==> config.mk <==
export PLATFORM = sky130hd
export DESIGN_NAME = byte_serializer
export DESIGN_NICKNAME = d
export VERILOG_FILES = /design/src/rtl/byte_serializer_pkg.sv /design/src/rtl/byte_serializer_bit_period.sv /design/src/rtl/byte_serializer.sv
export SDC_FILE = /design/constraint.sdc
export NUM_CORES = 1
export LEC_CHECK = 0
export BUFFER_PORTS_ARGS = -buffer_cell sky130_fd_sc_hd__buf_2
export CAP_MARGIN = 30
export CORE_UTILIZATION = 53
export CTS_BUF_LIST = sky130_fd_sc_hd__clkbuf_8
export DETAILED_ROUTE_END_ITERATION = 16
export PLACE_DENSITY = 0.75
export SLEW_MARGIN = 15
export SYNTH_ARGS = -nofsm -noshare
export SYNTH_HDL_FRONTEND = slang
export SYNTH_HIERARCHICAL = 1
export SYNTH_SLANG_ARGS = --single-unit
==> constraint.sdc <==
create_clock -name clk -period 4.51 [get_ports clk]
set_clock_uncertainty 0.15 [all_clocks]
set_input_delay 0.6765 -clock clk [delete_from_list [all_inputs] [get_ports clk]]
set_output_delay 0.6765 -clock clk [all_outputs]
set_load 0.02 [all_outputs]
==> src/rtl/byte_serializer_pkg.sv <==
// Shared types and line levels for the byte serializer.
package byte_serializer_pkg;

   typedef enum logic [2:0] {
      IDLE   = 3'd0,
      START  = 3'd1,
      DATA   = 3'd2,
      PARITY = 3'd3,
      STOP   = 3'd4
   } state_t;

   localparam int   DATA_BITS   = 8;
   localparam logic START_LEVEL = 1'b0;
   localparam logic STOP_LEVEL  = 1'b1;
   localparam logic IDLE_LEVEL  = 1'b1;

   function automatic logic calc_parity(input logic [DATA_BITS-1:0] d, input logic odd);
      return (^d) ^ odd;
   endfunction

endpackage

==> src/rtl/byte_serializer_bit_period.sv <==
// Bit-period timer: counts 0..CLKS_PER_BIT-1 while run is high, held at 0 otherwise.
// bit_end marks the last cycle of each serial bit.
module bit_period_counter #(
   parameter int CLKS_PER_BIT = 4
) (
   input  logic clk,
   input  logic rst,
   input  logic run,
   output logic bit_end
);
   localparam int            CW   = (CLKS_PER_BIT > 1) ? $clog2(CLKS_PER_BIT) : 1;
   localparam logic [CW-1:0] LAST = CW'(CLKS_PER_BIT - 1);

   logic [CW-1:0] cnt;

   always_ff @(posedge clk or posedge rst) begin
      if (rst)
         cnt <= '0;
      else if (!run || cnt == LAST)
         cnt <= '0;
      else
         cnt <= cnt + 1'b1;
   end

   assign bit_end = run && (cnt == LAST);

endmodule

==> src/rtl/byte_serializer.sv <==
// Byte-to-serial framer: start, 8 data bits LSB-first, optional parity, stop.
// Accepts only in IDLE; all outputs are registered.
module byte_serializer
   import byte_serializer_pkg::*;
#(
   parameter int CLKS_PER_BIT = 4,
   parameter bit PARITY_EN    = 1'b1,
   parameter bit PARITY_ODD   = 1'b0
) (
   input  logic       clk,
   input  logic       rst,
   input  logic       in_valid,
   input  logic [7:0] in_data,
   output logic       in_ready,
   output logic       ser_out,
   output logic       busy,
   output logic       done
);
   localparam logic [2:0] LAST_BIT = 3'(DATA_BITS - 1);

   state_t     state;
   logic [7:0] shreg;
   logic [2:0] bitcnt;
   logic       par;
   logic       bit_end;

   bit_period_counter #(.CLKS_PER_BIT(CLKS_PER_BIT)) u_period (
      .clk     (clk),
      .rst     (rst),
      .run     (state != IDLE),
      .bit_end (bit_end)
   );

   // ser_out is set on the edge that enters each state so the line is glitch-free.
   always_ff @(posedge clk or posedge rst) begin
      if (rst) begin
         state    <= IDLE;
         ser_out  <= IDLE_LEVEL;
         busy     <= 1'b0;
         done     <= 1'b0;
         in_ready <= 1'b1;
         shreg    <= '0;
         bitcnt   <= '0;
         par      <= 1'b0;
      end else begin
         done <= 1'b0;
         case (state)
            IDLE: begin
               if (in_valid && in_ready) begin
                  shreg    <= in_data;
                  par      <= calc_parity(in_data, PARITY_ODD);
                  bitcnt   <= '0;
                  state    <= START;
                  ser_out  <= START_LEVEL;
                  busy     <= 1'b1;
                  in_ready <= 1'b0;
               end
            end
            START: begin
               if (bit_end) begin
                  state   <= DATA;
                  ser_out <= shreg[0];
               end
            end
            DATA: begin
               if (bit_end) begin
                  shreg  <= shreg >> 1;
                  bitcnt <= bitcnt + 3'd1;
                  if (bitcnt == LAST_BIT) begin
                     if (PARITY_EN) begin
                        state   <= PARITY;
                        ser_out <= par;
                     end else begin
                        state   <= STOP;
                        ser_out <= STOP_LEVEL;
                     end
                  end else begin
                     ser_out <= shreg[1];
                  end
               end
            end
            PARITY: begin
               if (bit_end) begin
                  state   <= STOP;
                  ser_out <= STOP_LEVEL;
               end
            end
            STOP: begin
               if (bit_end) begin
                  state    <= IDLE;
                  ser_out  <= IDLE_LEVEL;
                  busy     <= 1'b0;
                  in_ready <= 1'b1;
                  done     <= 1'b1;
               end
            end
            default: begin
               state    <= IDLE;
               ser_out  <= IDLE_LEVEL;
               busy     <= 1'b0;
               in_ready <= 1'b1;
            end
         endcase
      end
   end

endmodule

[Word level (Yosys, flattened, before mapping)]
Index checks and enable logic that the tools add are counted.
Storage, ports and cells
  bits of input ports: 11
  register bits after elaboration: 21
  word-level logic and storage cells: 66
  output and inout bits: 4
Operators by class
  mux-type cells: 26
  add/subtract/negate cells: 2
  equal/unequal tests: 13
  bitwise logic cells: 1
  reduce and logical (&&, ||, !) cells: 15
Operators by type and width (number)
  $mux W3: 8
  $mux W8: 2
  $pmux W8 S2: 1
  $pmux W3 S5: 1
  $ne A2 B2 Y1 const B: 6
  $mux W1: 9
  $reduce_xor A8 Y1: 1
  $eq A3 B2 Y1 const B: 2
  $eq A3 B3 Y1 const B: 2
  $pmux W1 S3: 2
  $pmux W3 S2: 1
  $reduce_and A3 Y1: 2
  $reduce_and A6 Y1: 1
  $pmux W1 S4: 1
  $reduce_and A4 Y1: 1
  $add A3 B1 Y3 const B: 1
  $eq A3 B1 Y1 const B: 1
  $logic_not A3 Y1: 1
  $reduce_bool A3 Y1: 1
  $reduce_or A3 Y1: 1
  $add A2 B1 Y2 const B: 1
  $eq A2 B2 Y1 const B: 1
  $logic_and A1 B1 Y1: 2
  $mux W2: 1
  7 further kinds: 7

[Depth between registers and ports, before layout]
  depth after elaboration: 4
  depth in mapped cells: 8
  gate-level depth less buffers: 6

[By module]
The synthesis kept the hierarchy.
Modules (own cells, without submodules)
  byte_serializer: area each 1036.0 µm², sequential area each 478.0 µm², times used 1, cells each 105
  bit_period_counter: area each 95.1 µm², sequential area each 50.0 µm², times used 1, cells each 7

[Least setup slack after synthesis]
No wires, ideal clock.
  path kind: flip-flop to flip-flop
  start point: reg state[2]
  end point: reg state[0]
  path slack: 2.388 ns
  arrival time: 1.845 ns
  cell stages (with the launch flop): 7
  required time: 4.233 ns
  setup time: 0.127 ns
  path buffers: 2
  clock period less this slack: 2.122 ns
  cell sequence: dfrtp_1 -> buf_2 -> or3_1 -> and2_2 -> buf_2 -> o31a_1 -> mux2_1
Between the ends
  cells in the longest elaborated chain, start to end: 4
  elaborated cells between the ends (all ways): 15
  classes of those cells: eq/ne (10); mux (1); reduce/logical (4)
RTL lines
  start: declaration: line byte_serializer.sv:21  | state_t state;
  start signal: assignment: line byte_serializer.sv:37  | state <= IDLE;
  start signal: assignment: line byte_serializer.sv:53  | state <= START;
  start signal: assignment: line byte_serializer.sv:61  | state <= DATA;
  $reduce_bool A3 Y1 (*): line byte_serializer.sv:30  | .run (state != IDLE),
  $logic_and A1 B1 Y1 (*): line byte_serializer_bit_period.sv:25  | assign bit_end = run && (cnt == LAST);
  named net bit_end: line byte_serializer.sv:25  | logic bit_end;
  $ne A2 B2 Y1 (no line)
  $reduce_and A6 Y1 (no line) (*)
The timed path passes the listed nets; every way through them passes the cells marked *.
A chain may end at the register's enable or synchronous reset.

[Worst setup path in the final report]
Same ends and word-level chain as after synthesis.

==> flow_summary.yaml <==
critical_path:
  rr_endpoint: "state[0]"
  r2r_slack_ns: 2.40
  crit_path_max_fanout: 13
  arrival_ns: 2.10
  reg2reg_from: "state[2]"
  criticalPathCategory: "reg2reg"
  critical_path.startpoint_type: "register"
  rr_worst_depth: 6
  end_kind: "register"
  critPathRequiredTime_ns: 4.50
placement:
  place_area_um2: 1200
  hpwl_um: 1360
  pre_cts_slack_ns: 2.41
  portBuffers: 14
  gp_congestion: 0.856
drt:
  wl_per_cell_um: 12.2
  wl_um: 1850
  vias: 802
  drt_iter0_drc: 5
  antenna_left: 0
  firstDrtPassIters: 4
  avgViaCountPerCell: 5.28
  route.detailed.drc: 0
timing:
  setup_tns_ns: 0
  fin_crit_sh_pct: 46.8
  setup_viol_count_final: 0
  max-slew-margin-rel_pct: 51.2
  hold_viol: 0
  worstMarginPinSlew_ns: 0.731
  drv_slew: 0
  rsz0062_at_grt: "false"
  setup_slack_ns: 2.40
  hold_ws_ns: 0.113
  fmax_mhz: 474
  layout_min_cycle_time_ns: 2.11
global_route:
  grt_pass1_vias: 720
  grt_pass1_wl_um: 3070
  grt_max_degree: 20
  grt-ovfl-total: 0
  antenna_found_initial: 0
  grt_use_total_pct: 19.2
cells_and_area:
  final_cell_mix: "19 x dfrtp_1, 14 x buf_2, 13 x nor2_1"
  layout.nets: 140
  final_common_cell: "dfrtp_1"
  drive_above_1_share_pct: 20.0
  diodes: 0
  fin_area_um2: 1250
  area_delta_synth_final_pct: 10.2
clock_network:
  cts-root-buf: "clkbuf_8"
  cts_setup_buffers: 0
  holdBufCountCts: 0
  cts_resized: 0
  cts_sinks: 21
  cts_max_level: 1
  cts_tree: "built"
  path_clk_slew_ns: 0.07
  cts_buffers: 3
  clk_latency_ns: 0.26
  cts.path.max_buffers: 2
die:
  initial_utilization_pct: 57.1
  core_area_um2: 1980
  fp.dieW_um: 48.2
  die_h_um: 48.2
  ios: 15
  num_rows: 16
  dieArea_um2: 2320
worst_hold_path:
  min_path_type: "in2async"
synth:
  ys_types: 33
  synthDominantCellAreaShare_pct: 42.0
  yosysWarningCount: 6
  synthCells: 112
  ys_ff_latch: 21
  netlist_area_um2: 1130
  syn_area_per_cell_um2: 10.1
  synth-seq-area-share_pct: 46.7
  synth_nets: 126
  synth_top_area_cell: "dfrtp_1"
  synth_area_leaders: "dfrtp_1 42%, mux2i_1 8.0%, xnor2_1 6.2%"
power:
  p_leak_nw: 0.550
  power.density_nw_per_um2: 595
  vdd_drop_max_mv: 0.308
run_status:
  status: "finished clean"
job:
  maxCapViolations: 0
## where the power goes
part	switching (mW)	total, mW	leakage, nW	internal, mW
clock network	0.0588	0.119	0.0269	0.0606
logic	0.158	0.292	0.278	0.134
registers	0.0596	0.330	0.244	0.271
## worst max-delay path, stage by stage, from the launching register on
cell      delay, ns
dfrtp_1        0.50
or3_1          0.44
and2_2         0.27
nand2_1        0.11
o211ai_1       0.08
o31a_1         0.14
mux2_1         0.31
## synthesized netlist by cell type (all sizes together)
library cell,count
nand3,2
mux2i,9
o31a,1
and2,1
inv,9
o22ai,2
o311ai,1
nor3,1
buf,5
xnor2,8
a22oi,1
and3b,1
or3,1
o32ai,1
mux2,2
or2,1
dfrtp,19
ha,3
nand2,7
dfstp,2
a21oi,11
o211ai,1
nor2,15
nand3b,1
o21ai,6
nor3b,1
## sequential cells by signal (all words and copies together), names as in the netlist
signal	flops
bitcnt	3
ser_out	1
shreg	8
state	3
done	1
par	1
in_ready	1
u_period/cnt	2
busy	1
## kinds of logic after synthesis
logic type | Yosys count | synth area share [%]
compound gates | 24 | 13.3
xor+xnor | 8 | 6.19
fa+ha+maj | 3 | 3.32
buf+inv | 14 | 5.97
flops | 21 | 46.7
mux | 11 | 9.96
simple gates | 31 | 14.6
## worst max-delay path by stage
| stage | start | slack (ns) | to |
|---|---|---|---|
| floorplan | state[2] | 2.39 | state[0] |
| global placement | state[2] | 2.46 | state[0] |
| detailed placement | state[2] | 2.41 | state[0] |
| CTS | state[2] | 2.40 | state[0] |
| global route | state[2] | 2.28 | state[0] |
| finish | state[2] | 2.40 | state[0] |
## final cells by class
cell class,count,area (um2)
sequential,21,528
clock inverter,1,3.75
clock buffer,3,41.3
fill,170,736
timing repair buffer,14,70.1
inverter,9,33.8
tap,27,33.8
multi-input combinational,77,536
## stage by stage
stage          total power, mW  cells  util (%)
3_5_place_dp             0.625    148      60.6
5_1_grt                  0.800    152      62.9
4_1_cts                  0.749    152      62.9
2_1_floorplan            0.576    112         -
3_3_place_gp             0.614    148      60.6
6_report                 0.741    152      62.9
## layer usage
| layer | routed length (um) | track usage (%) | part of all wire (%) |
|---|---|---|---|
| met3 | 44 | 3.33 | 2.4 |
| met1 | 880 | 24.7 | 47 |
| met4 | 13 | 8.89 | 0.70 |
| met2 | 915 | 31.5 | 49 |
| met5 | 0 | 0 | 0 |
Note: power is estimated with default switching activity, not from simulation.
